File: src/rtl/clic_regfile_pkg.sv
// Shared definitions for the CLIC configuration register bank.
// Holds the address map constants, the bit positions of every field inside a
// clicint word, the per-source field struct and the helper functions that
// pack, unpack and legalize a clicint word.
// Optional feature macro: CLIC_REGFILE_SHV_EN (when undefined, shv is
// hardwired to 0).
package clic_regfile_pkg;

  localparam logic [15:0] MCLIC_OFFSET = 16'h0000;
  localparam logic [15:0] CLICINT_BASE = 16'h1000;

  localparam int IP_BIT   = 0;
  localparam int IE_BIT   = 8;
  localparam int SHV_BIT  = 16;
  localparam int TRIG_LSB = 17;
  localparam int MODE_LSB = 22;
  localparam int CTL_LSB  = 24;

  // Only machine mode is implemented.
  localparam logic [1:0] MODE_M = 2'b11;

  typedef struct packed {
    logic [7:0] ctl;
    logic [1:0] mode;
    logic [1:0] trig;
    logic       shv;
    logic       ie;
    logic       ip;
  } clicint_fields_t;

  // Unimplemented low bits of ctl, which always read as 1.
  function automatic logic [7:0] ctl_low_mask(input int intctlbits);
    logic [7:0] m;
    m = '0;
    for (int b = 0; b < 8; b++) begin
      if (b < 8 - intctlbits) m[b] = 1'b1;
    end
    return m;
  endfunction

  function automatic clicint_fields_t unpack_clicint(input logic [31:0] w);
    clicint_fields_t f;
    f.ip   = w[IP_BIT];
    f.ie   = w[IE_BIT];
    f.shv  = w[SHV_BIT];
    f.trig = w[TRIG_LSB +: 2];
    f.mode = w[MODE_LSB +: 2];
    f.ctl  = w[CTL_LSB +: 8];
    return f;
  endfunction

  function automatic logic [31:0] pack_clicint(input clicint_fields_t f);
    logic [31:0] w;
    w = '0;
    w[IP_BIT]        = f.ip;
    w[IE_BIT]        = f.ie;
    w[SHV_BIT]       = f.shv;
    w[TRIG_LSB +: 2] = f.trig;
    w[MODE_LSB +: 2] = f.mode;
    w[CTL_LSB +: 8]  = f.ctl;
    return w;
  endfunction

  // WARL legalization of a written value: an unsupported mode encoding keeps
  // the existing mode, and the upper trig bit is always forced to 0.
  function automatic clicint_fields_t legalize_clicint(input clicint_fields_t cur,
                                                       input clicint_fields_t wr,
                                                       input int intctlbits);
    clicint_fields_t f;
    f         = wr;
    f.ctl     = wr.ctl | ctl_low_mask(intctlbits);
    f.trig[1] = 1'b0;
    f.mode    = (wr.mode == MODE_M) ? wr.mode : cur.mode;
`ifndef CLIC_REGFILE_SHV_EN
    f.shv     = 1'b0;
`endif
    return f;
  endfunction

endpackage

File: src/rtl/clic_int_reg.sv
// One clicint register: the field flops of a single interrupt source.
// Applies byte enables and legalization to bus writes, and gives the
// hardware pending-bit update priority over a same-cycle bus write to ip.
// Ports:
//   clk, rst         clock, synchronous active-high reset
//   we               bus write strobe addressed to this source (already granted)
//   be, wdata        byte enables and write data of the bus write
//   hw_ip_en, hw_ip  hardware pending-bit update enable and value
//   fields           current register contents
// Optional feature macro: CLIC_REGFILE_SHV_EN.
module clic_int_reg
  import clic_regfile_pkg::*;
#(
  parameter int INTCTLBITS = 8
) (
  input  logic            clk,
  input  logic            rst,
  input  logic            we,
  input  logic [3:0]      be,
  input  logic [31:0]     wdata,
  input  logic            hw_ip_en,
  input  logic            hw_ip,
  output clicint_fields_t fields
);

  localparam clicint_fields_t RESET_VAL = '{
    ctl:  ctl_low_mask(INTCTLBITS),
    mode: MODE_M,
    trig: 2'b00,
    shv:  1'b0,
    ie:   1'b0,
    ip:   1'b0
  };

  clicint_fields_t q;
  clicint_fields_t d;
  clicint_fields_t legal;

  // Byte 2 carries shv, trig and mode together, so they share one enable.
  // The hardware ip update is applied last so it overrides the bus.
  always_comb begin
    legal = legalize_clicint(q, unpack_clicint(wdata), INTCTLBITS);
    d     = q;
    if (we) begin
      if (be[0]) d.ip = legal.ip;
      if (be[1]) d.ie = legal.ie;
      if (be[2]) begin
        d.shv  = legal.shv;
        d.trig = legal.trig;
        d.mode = legal.mode;
      end
      if (be[3]) d.ctl = legal.ctl;
    end
    if (hw_ip_en) d.ip = hw_ip;
`ifndef CLIC_REGFILE_SHV_EN
    d.shv = 1'b0;
`endif
  end

  always_ff @(posedge clk) begin
    if (rst) q <= RESET_VAL;
    else     q <= d;
  end

  always_comb begin
    fields = q;
`ifndef CLIC_REGFILE_SHV_EN
    fields.shv = 1'b0;
`endif
  end

endmodule

File: src/rtl/clic_int_regfile.sv
// Bus-side register bank for the CLIC per-interrupt (clicint) and global
// (mclic) configuration registers.
// Ports:
//   clk_i, rst_i           clock, synchronous active-high reset
//   req_i, we_i, addr_i,   bus request: write flag, byte address,
//   wdata_i, be_i          write data and byte enables
//   gnt_o                  request accepted this cycle (combinational)
//   rvalid_o, rready_i     registered response handshake
//   rdata_o, err_o         response data (0 for writes/errors) and error flag
//   ip_de_i, ip_d_i        per-source hardware pending-bit update
//   intctl_o, intmode_o,   per-source configuration outputs (registered)
//   shv_o, trig_o, ie_o,
//   ip_o
//   mnxti_cfg_o            mclic mnxticonf bit
// Optional feature macro: CLIC_REGFILE_SHV_EN (per-source writable shv).
module clic_int_regfile
  import clic_regfile_pkg::*;
#(
  parameter int N_SOURCE   = 32,
  parameter int INTCTLBITS = 8
) (
  input  logic                  clk_i,
  input  logic                  rst_i,
  input  logic                  req_i,
  input  logic                  we_i,
  input  logic [15:0]           addr_i,
  input  logic [31:0]           wdata_i,
  input  logic [3:0]            be_i,
  output logic                  gnt_o,
  output logic                  rvalid_o,
  input  logic                  rready_i,
  output logic [31:0]           rdata_o,
  output logic                  err_o,
  input  logic [N_SOURCE-1:0]   ip_de_i,
  input  logic [N_SOURCE-1:0]   ip_d_i,
  output logic [8*N_SOURCE-1:0] intctl_o,
  output logic [2*N_SOURCE-1:0] intmode_o,
  output logic [N_SOURCE-1:0]   shv_o,
  output logic [2*N_SOURCE-1:0] trig_o,
  output logic [N_SOURCE-1:0]   ie_o,
  output logic [N_SOURCE-1:0]   ip_o,
  output logic                  mnxti_cfg_o
);

  localparam logic [13:0] N_WORDS = 14'(N_SOURCE);

  logic            aligned;
  logic            hit_mclic;
  logic            hit_int;
  logic            dec_err;
  logic [13:0]     word_idx;
  logic [N_SOURCE-1:0] int_we;
  clicint_fields_t fields [N_SOURCE];
  logic [31:0]     int_rdata;
  logic [31:0]     rd_word;
  logic            mnxti_q;

  // A new request is accepted whenever the response slot is free or is
  // being drained in this same cycle.
  assign gnt_o = req_i & (~rvalid_o | rready_i);

  assign aligned   = (addr_i[1:0] == 2'b00);
  assign word_idx  = addr_i[15:2] - CLICINT_BASE[15:2];
  assign hit_mclic = aligned && (addr_i == MCLIC_OFFSET);
  assign hit_int   = aligned && (addr_i[15:2] >= CLICINT_BASE[15:2]) && (word_idx < N_WORDS);
  assign dec_err   = ~(hit_mclic | hit_int);

  for (genvar i = 0; i < N_SOURCE; i++) begin : g_src
    assign int_we[i] = gnt_o & we_i & hit_int & (word_idx == 14'(i));

    clic_int_reg #(
      .INTCTLBITS(INTCTLBITS)
    ) u_reg (
      .clk      (clk_i),
      .rst      (rst_i),
      .we       (int_we[i]),
      .be       (be_i),
      .wdata    (wdata_i),
      .hw_ip_en (ip_de_i[i]),
      .hw_ip    (ip_d_i[i]),
      .fields   (fields[i])
    );

    assign intctl_o[8*i +: 8]  = fields[i].ctl;
    assign intmode_o[2*i +: 2] = fields[i].mode;
    assign trig_o[2*i +: 2]    = fields[i].trig;
    assign shv_o[i]            = fields[i].shv;
    assign ie_o[i]             = fields[i].ie;
    assign ip_o[i]             = fields[i].ip;
  end

  // Read mux over the flop contents, so a read sees the state before any
  // same-cycle hardware ip update.
  always_comb begin
    int_rdata = '0;
    for (int i = 0; i < N_SOURCE; i++) begin
      if (word_idx == 14'(i)) int_rdata = pack_clicint(fields[i]);
    end
  end

  always_comb begin
    rd_word = '0;
    if (hit_mclic)    rd_word[0] = mnxti_q;
    else if (hit_int) rd_word    = int_rdata;
  end

  always_ff @(posedge clk_i) begin
    if (rst_i) begin
      mnxti_q <= 1'b0;
    end else if (gnt_o && we_i && hit_mclic && be_i[0]) begin
      mnxti_q <= wdata_i[0];
    end
  end

  assign mnxti_cfg_o = mnxti_q;

  // Response register: loaded on grant, held until consumed, dropped on reset.
  always_ff @(posedge clk_i) begin
    if (rst_i) begin
      rvalid_o <= 1'b0;
      rdata_o  <= '0;
      err_o    <= 1'b0;
    end else if (gnt_o) begin
      rvalid_o <= 1'b1;
      err_o    <= dec_err;
      rdata_o  <= (we_i || dec_err) ? 32'h0 : rd_word;
    end else if (rready_i) begin
      rvalid_o <= 1'b0;
      err_o    <= 1'b0;
      rdata_o  <= '0;
    end
  end

endmodule

File: config.mk
export PLATFORM = sky130hd
export DESIGN_NAME = clic_int_regfile
export DESIGN_NICKNAME = d
export VERILOG_FILES = /design/src/rtl/clic_regfile_pkg.sv /design/src/rtl/clic_int_reg.sv /design/src/rtl/clic_int_regfile.sv
export SDC_FILE = /design/constraint.sdc
export NUM_CORES = 1
export LEC_CHECK = 0
export BUFFER_PORTS_ARGS = -buffer_cell sky130_fd_sc_hd__buf_4
export CAP_MARGIN = 30
export CORE_AREA = 2 2 247 249
export CTS_BUF_LIST = sky130_fd_sc_hd__clkbuf_8
export CTS_CLUSTER_DIAMETER = 40
export CTS_CLUSTER_SIZE = 10
export DETAILED_ROUTE_END_ITERATION = 16
export DIE_AREA = 0 0 249 251
export PLACE_DENSITY = 0.55
export SLEW_MARGIN = 20
export SYNTH_ARGS = -nofsm -noshare
export SYNTH_HDL_FRONTEND = slang
export SYNTH_SLANG_ARGS = --single-unit
export TNS_END_PERCENT = 10
File: constraint.sdc
create_clock -name clk_i -period 6.9 [get_ports clk_i]
set_input_delay 0.69 -clock clk_i [delete_from_list [all_inputs] [get_ports clk_i]]
set_output_delay 0.69 -clock clk_i [all_outputs]
set_load 0.01 [all_outputs]
== Word-level counts from Yosys, hierarchy flattened ==
Index checks and enable logic that the tools add are counted.
Storage, ports and cells
  register bits: 451
  bits of input ports: 121
  output and inout port bits: 516
  logic and storage cells: 579
Operators by class
  $add $sub $neg: 1
  order comparisons: 2
  eq/ne operators: 32
  muxes and demuxes: 106
  bitwise gates (word level): 39
  reductions and logical operators: 235
Operators by type and width (count)
  two-way mux 32 bit: 36
  AND reduction 2 bit: 128
  == test 14 x 5 -> 1 bit, second input constant: 16
  nonzero test 2 bit: 65
  == test 14 x 4 -> 1 bit, second input constant: 8
  AND reduction 3 bit: 32
  two-way mux 1 bit: 69
  == test 14 x 3 -> 1 bit, second input constant: 4
  bitwise AND 1 bit: 35
  two-way mux 31 bit: 1
  == test 14 x 2 -> 1 bit, second input constant: 2
  zero test 16 bit: 1
  == test 14 x 1 -> 1 bit, second input constant: 1
  greater-or-equal comparator 14 x 11 -> 1 bit, second input constant: 1
  zero test 14 bit: 1
  < comparator 14 x 6 -> 1 bit, second input constant: 1
  subtractor 14 x 11 -> 14 bit, second input constant: 1
  logical AND 1 bit: 6
  == test 2 bit, second input constant: 1
  zero test 2 bit: 1
  inverter 1 bit: 2
  OR 1 bit: 2
  logical OR 1 bit: 1

== Depth between registers and ports, before layout ==
Gate-level depths: netlist (run 1).
  depth after elaboration: 38
  mapped depth: 12
  depth with buffers taken out: 7

== By module ==
Synthesis (run 1) repeated with hierarchy kept, for this count alone.
Unflattened totals
  cells, all modules: 2706
  area total of the unflattened synthesis: 25029.0 µm²
By module, submodules not included
  clic_int_reg: instances 32, cells an instance 58, area each 593.1 µm², sequential area each 260.2 µm²
  clic_int_regfile: instances 1, cells an instance 850, area each 6050.8 µm², sequential area each 360.3 µm²

== Worst setup path after synthesis (run 1) ==
Ideal clock, no wire load.
  path type: input to register
  start: input port addr_i[1]
  end: register g_src[20].u_reg.q (netlist bit g_src[20].u_reg.fields[0])
  library setup time: 132 ps
  arrival: 2568 ps
  required time: 6768 ps
  path slack: 4199 ps
  stages: 8
  buffers on the path: 1
  path through: nor4_1 > nand4_1 > nor3_2 > and3_1 > buf_2 > a21boi_0 > a311oi_1 > nor3_1
Between the ends
  cells in the longest elaborated chain, start to end: 7
Ends and longest elaborated chain
  start: declaration: RTL line clic_int_regfile.sv:26  | input logic [15:0] addr_i,
  zero test 2 bit: RTL line clic_int_regfile.sv:62  | assign aligned = (addr_i[1:0] == 2'b00);
  logical AND 1 bit (2 in series): RTL line clic_int_regfile.sv:65  | assign hit_int = aligned && (addr_i[15:2] >= CLICINT_BASE[15:2]) && (word_idx < N_WORDS);
  bitwise AND 1 bit (2 in series): RTL line clic_int_regfile.sv:69  | assign int_we[i] = gnt_o & we_i & hit_int & (word_idx == 14'(i));
  nonzero test 2 bit (no line)
  AND reduction 2 bit (no line)
  end signal: assignment: RTL line clic_int_reg.sv:61  | if (rst) q <= RESET_VAL;
  end signal: assignment: RTL line clic_int_reg.sv:62  | else q <= d;
  end: declaration: RTL line clic_int_reg.sv:35  | clicint_fields_t q;
No other way between the ends.
A chain may end at the register's enable or synchronous reset.

== Worst setup path in the final report (run 1) ==
  start: input port addr_i[3]
  end: register rdata_o[29]
Between the ends
  cells in the longest elaborated chain, start to end: 38
  elaborated cells on any way between the ends: 78
  those cells by class: add/sub: 1; order compare: 2; eq/ne: 31; mux: 36; bitwise: 2; reduce/logical: 6
Ends and longest elaborated chain
  subtractor 14 x 11 -> 14 bit: RTL line clic_int_regfile.sv:63  | assign word_idx = addr_i[15:2] - CLICINT_BASE[15:2];
  zero test 14 bit: RTL line clic_int_regfile.sv:97  | if (word_idx == 14'(i)) int_rdata = pack_clicint(fields[i]);
  two-way mux 32 bit (32 in series): RTL line clic_int_regfile.sv:97
  two-way mux 32 bit: RTL line clic_int_regfile.sv:104  | else if (hit_int) rd_word = int_rdata;
  two-way mux 31 bit: RTL line clic_int_regfile.sv:103  | if (hit_mclic) rd_word[0] = mnxti_q;
  two-way mux 32 bit (*): RTL line clic_int_regfile.sv:126  | rdata_o <= (we_i || dec_err) ? 32'h0 : rd_word;
  two-way mux 32 bit (*): RTL line clic_int_regfile.sv:123  | end else if (gnt_o) begin
  end signal: assignment: RTL line clic_int_regfile.sv:126
  end: declaration: RTL line clic_int_regfile.sv:32  | output logic [31:0] rdata_o,
Every way passes the cells marked *; elsewhere a longest branch is shown, timed or not.

==> results.md, run 1 <==
- The site row count is 90.
- The CTS buffer count is 79.
- The clock transition at the registers of the reported paths is around 0.07 ns.
- The tightest hold path in the finished design has a slack of 0.260 ns.
- The via count of the routed design is 23,500.
- The most used flip-flop cell after synthesis is sky130_fd_sc_hd__dfxtp_1.
- Of the available clock period, the critical path in the final layout requires 0.562.
- After clock tree synthesis, the setup repair step added 0 buffers.
- At the pin with the least slew margin, the transition time is roughly 1.2 ns.
- The tree built by TritonCTS fans out to 432 sinks.
- The peak supply drop is 0.000115 V.
- The signal on the critical path passes through buf_4, buf_4, nor4bb_4, buf_4, a22oi_1, nand4_1, nand2_1, o2111a_1, a2111oi_0, o21a_1.
- The die is 251 um tall.
- The share of flip-flops with an asynchronous set or reset after synthesis is 0.
- Synthesis produced a netlist whose cell count is 2,640.
- Measured against its own limit, the worst slew margin works out to 0.212.
- The number of endpoints with negative hold slack in the final report is 0.
- The post-layout net count is 3,213.
- Post-CTS repair changed the size of 0 cells.
- The initial utilization of the core area, before any placement, comes to 0.347.
- Setup violations remaining at the end of the flow were counted as 0.
- The placed instances occupy a cell area of between 20,000 and 30,000 um^2.
- The post-cts hold buffer count is 0.
- The share of layout cells above drive strength 1 is 0.252.
- The max-slew violation total from the final report is 0.
- The core box area is ~60,000 um^2.
- The largest individual stage delay along the critical path comes from the cell sky130_fd_sc_hd__nor4bb_4.
- The share of the Yosys chip area taken by registers is 0.417.
- The cell area that synthesis handed to floorplanning was 20,700 um^2.
- Timing would allow up to about 260 MHz.
- The number of enable flip-flop cells after synthesis is 0.
- The post-synthesis to final-layout area growth is 30.3%.
- The biggest area consumer among synthesized cells is sky130_fd_sc_hd__dfxtp_1.
- The wire length of the first global-routing pass is 163,000 um.
- The final antenna-violating net count is 0.
- Internal power comes to 4290 uW.
- The initial antenna violation count is 0.
- The switching power share of the total is 0.272.
- The maximum clock insertion buffer count is 3.
- Dividing the detail-routed wire length by the instance count gives between 20 and 30 um.
- The share of total power dissipated in the clock network is 0.500.
- The run finished with clean final reports.
- Leaving out fill and tap cells, the most frequent cell in the layout is sky130_fd_sc_hd__nand2_1.
- The net load switching power is 1610 uW.
- In this run the worst path has a maximum fanout of 30.
- The global placer's final weighted congestion is ~0.94.
- TritonCTS built the clock tree.
- The overall routed net length is 117,000 um.
- The horizontal extent of the die is 249 um.
- The per-cell via count in the routed design is 5.97.
- The most numerous cell type found on the critical path is sky130_fd_sc_hd__buf_4.
- The post-layout utilization of the core is 0.452.
- The H-tree generated during clock tree synthesis spans 3 levels.
- The power density relative to cell area is 218 nW/um^2.
- Clock tree synthesis selected as its root buffer the cell sky130_fd_sc_hd__clkbuf_8.
- Counting I/O delays and the setup requirement, the final critical path takes between 3 and 4 ns.
- Before antenna repair, the detailed router went through 7 iterations.
- The maximum number of pins on one net before global-route repair is 180.
- The share of synthesized area in the top cell type comes to 0.417.
- The worst clock skew is 0.0440 ns.
- The kind of capture point of the worst setup path is a flip-flop.
- The insertion delay of the later-clocked pin in the worst-skew pair is between 0.6 and 0.7 ns.
- The flip-flop and latch count after synthesis is 432.
- The number of global-route vias before repair is 21,800.
- The required arrival time at the worst endpoint is 7.53 ns.
- In the global route stage, overall resource usage came out at 0.359.
- The data arrival time of the worst path is 4.50 ns.
- The tool flagged a number of max-cap violations equal to 0.
- The first-iteration detailed-routing DRC count is 2,884.
- In the layout the commonest cells are sky130_fd_sc_hd__nand2_1, sky130_fd_sc_hd__buf_4, sky130_fd_sc_hd__dfxtp_1, sky130_fd_sc_hd__a21oi_1, sky130_fd_sc_hd__nor2_1.
- During synthesis, Yosys emitted a total of 0 warnings.
- The setup total negative slack is 0 ns.
- The average footprint of a synthesized cell is 7.86 um^2.
- Counting the fill cells in the layout gives between 6,000 and 7,000.
- Across the whole layout, storage elements account for just under 9000 um^2.
- The critical path class is in2reg.
- The total overflow left after global routing is 0.
- The number of ports placed on the die boundary is 637.
- The half-perimeter wire length of the detailed placement result is roughly 86,000 um.
- The multi-input combinational cells in the finished layout cover a total of 11,000 um^2.
- The min-delay analysis places its worst path in the category in2reg.
- STA classifies the critical path startpoint as an input port.
- On the worst path, the slowest cell contributes a delay of slightly above 1 ns.
- The number of library cell types mapped by synthesis is 87.
- During placement, the flow inserted port buffers numbering 534.
- The static leakage is 0.0105 uW.
- The full die area is 62,500 um^2.
- The share of total power dissipated in sequential elements is 0.428.
- Sorting the synthesized cells by area gives the leading types as sky130_fd_sc_hd__dfxtp_1, sky130_fd_sc_hd__nand2_1, sky130_fd_sc_hd__a21oi_1.
- The combinational power share is 0.072.
- Setup repair after global routing left no endpoint under its margin.
- The DRC violation count after routing is 0.
- With fillers left out, the area of the finished cells amounts to around 27,000 um^2.
## state kept, by name (all words and copies together) (netlist names)
name	cells
g_src.u_reg.fields	416
rdata_o	13
err_o	1
mnxti_cfg_o	1
rvalid_o	1
## power groups by stage
stage	Combinational (uW)	Sequential, uW	Clock (uW)
2_1_floorplan	242	2580	0
3_3_place_gp	404	2580	0
3_5_place_dp	407	2580	0
4_1_cts	408	2530	2970
5_1_grt	438	2520	3080
6_report	422	2530	2950
## synth_stat cells, drive strengths merged (49+ instances only)
| cell | number |
|---|---|
| nand2 | 703 |
| nor3 | 49 |
| a22oi | 54 |
| dfxtp | 432 |
| nor2 | 106 |
| buf | 145 |
| a21oi | 318 |
| a211o | 62 |
| clkbuf | 158 |
| mux2i | 61 |
| nand3 | 77 |
| o21ai | 65 |
## metrics by stage
stage          worst slack (ns)  instances  total power (uW)
6_report                   3.02       3938              5900
5_1_grt                    3.11       3937              6050
4_1_cts                    3.23       3933              5910
3_5_place_dp               2.51       3789              2990
3_3_place_gp               2.47       3786              2990
2_1_floorplan              4.20       2722              2820
## metal layers
metal | wire (um) | up-vias | track usage
met4 | 6220 | 0 | 0.182
met2 | 53600 | 1625 | 0.578
met1 | 45700 | 11500 | 0.455
li1 | - | 10100 | -
met5 | 0 | - | 0
met3 | 11900 | 281 | 0.0759
## worst paths after layout
kind / from / to / slack (ns) / cells past startpoint
setup / recovery: addr_i[3] / rdata_o[29] / 3.02 / 10
hold reg to reg: rdata_o[8] / rdata_o[8] / 0.46 / 1
hold / removal: ip_d_i[15] / g_src[15].u_reg.fields[0] / 0.26 / 3
setup reg to reg: rvalid_o / g_src[27].u_reg.fields[7] / 3.90 / 7
## worst max-delay path: cells and delay by family
kind / cells / cell delay (ns)
and+or+nand+nor: 3 / 1.41
buffers and inverters: 3 / 1.17
AOI/OAI and AO/OA: 4 / 1.18
## cell type report
type,instances,share of cell area
multi-input cells,1978,0.405
inverters,9,0.00125
clock buffers,91,0.0463
well taps,782,0.0362
diodes,1,0.0000926
clock inverters,53,0.0232
flip-flops and latches,432,0.320
repair buffers,592,0.168
## kinds of logic after synthesis
| family | after synthesis | share of synthesized area |
|---|---|---|
| AO/OA/AOI/OAI | 713 | 0.225 |
| buffers and inverters | 312 | 0.0750 |
| flip-flops | 432 | 0.417 |
| multiplexers | 75 | 0.0387 |
| other | 1 | 0.000181 |
| AND/OR/NAND/NOR | 1107 | 0.244 |
Note: power is estimated with default switching activity, not from simulation.
==> run 2, diff against run 1 <==
clock period = 3.61 ns   (was 6.9 ns; I/O delays follow)
==> run 2 against run 1 <==
Effect of this change:
- sequential cell count did not move
- setup slack worse by 2.6 ns
- sequential share of layout area is 1.6 points lower
- critical path type unchanged
- critical endpoint is now g_src[24].u_reg.fields[0]
==> results.md, run 2 (synthesized netlist as in run 1, its figures left out) <==
- The final antenna-violating net count is 0.
- STA puts the critical path data required time at around 4.2 ns.
- The power density relative to cell area is 415 nW/um^2.
- The most common library cell in the layout ignoring fill and taps is sky130_fd_sc_hd__nand2_1.
- The site row count is 90.
- At the pin with the least slew margin, the transition time is 1.15 ns.
- The run finished with clean final reports.
- The number of ports placed on the die boundary is 637.
- The share of layout cells above drive strength 1 is 0.265.
- The static leakage is 0.0113 uW.
- The tool flagged a number of max-cap violations equal to 0.
- The maximum clock insertion buffer count is 3.
- The DRC violation count after routing is 0.
- The setup path with the least slack is of type in2reg.
- For the final routed database, the setup TNS stands at 0 ns.
- Counting every sink on the clock net gives 432.
- The final cycle utilization of the critical path is 0.888.
- Together, buffers and inverters on the worst path number 3.
- The multi-input combinational cell area is roughly 11,000 um^2.
- The initial antenna violation count is 1.
- The cell count along the critical path is 10.
- The first routing iteration left 3,002 violations.
- Fill cells in the final layout number 5,991.
- In this run the critical register-to-register path is captured at g_src[24].u_reg.fields[0].
- For this run, the slowest stage of the critical path takes 0.72 ns.
- The worst clock skew is 0.0356 ns.
- Global routing finished with a remaining overflow of 0.
- TritonCTS built the clock tree.
- The clock period could shrink to 3.20 ns.
- Before antenna repair, the detailed router went through 8 iterations.
- From bottom edge to top edge, the die measures 251 um.
- The relative slew slack is 0.233.
- During placement, the flow inserted port buffers numbering 534.
- The most numerous cell type found on the critical path is sky130_fd_sc_hd__dlygate4sd3_1.
- The worst hold path belongs to the class in2reg.
- The post-layout net count is around 3,400.
- The wire length per cell is 29.3 um.
- The kind of capture point of the worst setup path is a flip-flop.
- The overall routed net length is 120,000 um.
- The number of buffers added for setup after CTS is 0.
- The startpoint of the lowest-slack hold path is ip_de_i[26].
- Buffers inserted during clock tree synthesis total 84.
- STA classifies the critical path startpoint as an input port.
- The count of cells along the worst register-to-register path is 8.
- The flip-flop count of the largest register after layout is between 400 and 500.
- The worst hold path endpoint is g_src[26].u_reg.fields[0].
- The initial utilization of the core area, before any placement, comes to 0.347.
- At the end of routability-driven placement, the weighted congestion stood at between 0.9 and 1.
- The max-slew violation total from the final report came to 0.
- The half-perimeter wire length of the detailed placement result is 88,900 um.
- The number of global-route vias before repair was 22,700.
- The post-place setup slack is 0.332 ns.
- Setup repair after global routing left no endpoint under its margin.
- The core box area is 59,800 um^2.
- The setup slack of the critical path after layout is 0.406 ns.
- Setup violations remaining at the end of the flow were counted as 0.
- The sequential cell area is 8650 um^2.
- In the layout the commonest cells are sky130_fd_sc_hd__nand2_1, sky130_fd_sc_hd__buf_4, sky130_fd_sc_hd__dfxtp_1, sky130_fd_sc_hd__a21oi_1, sky130_fd_sc_hd__nor2_1.
- The peak supply drop is 0.000212 V.
- The largest individual stage delay along the critical path comes from the cell sky130_fd_sc_hd__nor3_2.
- The maximum number of pins on one net before global-route repair is roughly 200.
- The post-synthesis to final-layout area growth is 37.3%.
- The number of endpoints with negative hold slack in the final report is 0.
- The setup check on the worst reg-to-reg path leaves a slack of 0.48 ns.
- At the later pin of the worst-skew pair, clock insertion delay measures 0.69 ns.
- The die covers roughly 62,000 um^2.
- At the worst endpoint, the arrival time is 3.76 ns.
- In this run the worst path has a maximum fanout of 17.
- The worst register-to-register path begins at rvalid_o.
- The fmax is 312 MHz.
- The clock transition at the registers of the reported paths is approximately 0.070 ns.
- The H-tree generated during clock tree synthesis spans 3 levels.
- Walking the worst path, the cells encountered are dlygate4sd3_1, buf_4, nand2b_1, and4_1, nand3_4, nor3_2, a21boi_0, a311oi_1, nor3_1, dlygate4sd3_1.
- The wire length of the first global-routing pass is 168,000 um.
- The cell class contributing the biggest share of worst-path delay is simple AND/OR/NAND/NOR gates.
- The instance count along the most critical hold path is 3.
- After detailed routing, the number of vias per cell comes to between 5 and 6.
- The horizontal extent of the die is 249 um.
- The root buffer cell is sky130_fd_sc_hd__clkbuf_8.
- For this run, the total global-route usage over all layers was measured as 0.367.
- The via count of the routed design is 24,200.
-- run 2: worst max-delay path by stage --
stage | start | end | slack, ns
after floorplan | addr_i[1] | g_src[20].u_reg.fields[0] | 1.24
after global placement | addr_i[4] | rdata_o[29] | 0.15
after detailed placement | addr_i[4] | rdata_o[29] | 0.33
after CTS | rready_i | g_src[24].u_reg.fields[0] | 0.55
after global routing | rready_i | g_src[24].u_reg.fields[0] | 0.36
final | rready_i | g_src[24].u_reg.fields[0] | 0.41
-- run 2: repair_timing --
action	CTS	global route
gates resized for setup	0	0
endpoints found under the hold margin	34	0
hold buffers	78	0
-- run 2: layout make-up --
type                            instances  area share
Multi-Input combinational cell       1978       0.384
Timing Repair Buffer                  738       0.203
Sequential cell                       432       0.304
Antenna cell                            1   0.0000879
Inverter                                9     0.00119
Clock buffer                           92      0.0445
Tap cell                              782      0.0344
Clock inverter                         64      0.0283
-- run 2: tightest hold or removal path, stage by stage --
cell	delay (ns)
sky130_fd_sc_hd__buf_4	0.10
sky130_fd_sc_hd__a311oi_1	0.04
sky130_fd_sc_hd__nor3_1	0.15
-- run 2: report_power, final --
part / total, uW / switching (uW) / leakage, uW / internal [uW]
Combinational: 905 / 601 / 0.00678 / 304
Clock: 6100 / 2560 / 0.00102 / 3540
Sequential: 4830 / 38.6 / 0.00349 / 4790
Total: 11800 / 3200 / 0.0113 / 8630
-- run 2: metrics by stage --
step / std cells / hold WS (ns) / power, uW / util / cell area [um^2]
after floorplan: 2722 / 0.484 / 5390 / - / 21100
after global placement: 3860 / 0.451 / 5740 / 0.428 / 25600
after detailed placement: 3861 / 0.460 / 5740 / 0.429 / 25600
after CTS: 4095 / 0.000646 / 11800 / 0.476 / 28500
after global routing: 4095 / 0.0284 / 12100 / 0.476 / 28500
final: 4096 / 0.0330 / 11800 / 0.476 / 28500
-- run 2: routing by layer --
layer / vias to the layer above / wire, um / GRT usage
li1: 10400 / - / -
met1: 11900 / 48200 / 0.476
met2: 1553 / 54500 / 0.582
met3: 284 / 10700 / 0.0642
met4: 0 / 6740 / 0.198
met5: - / 0 / 0
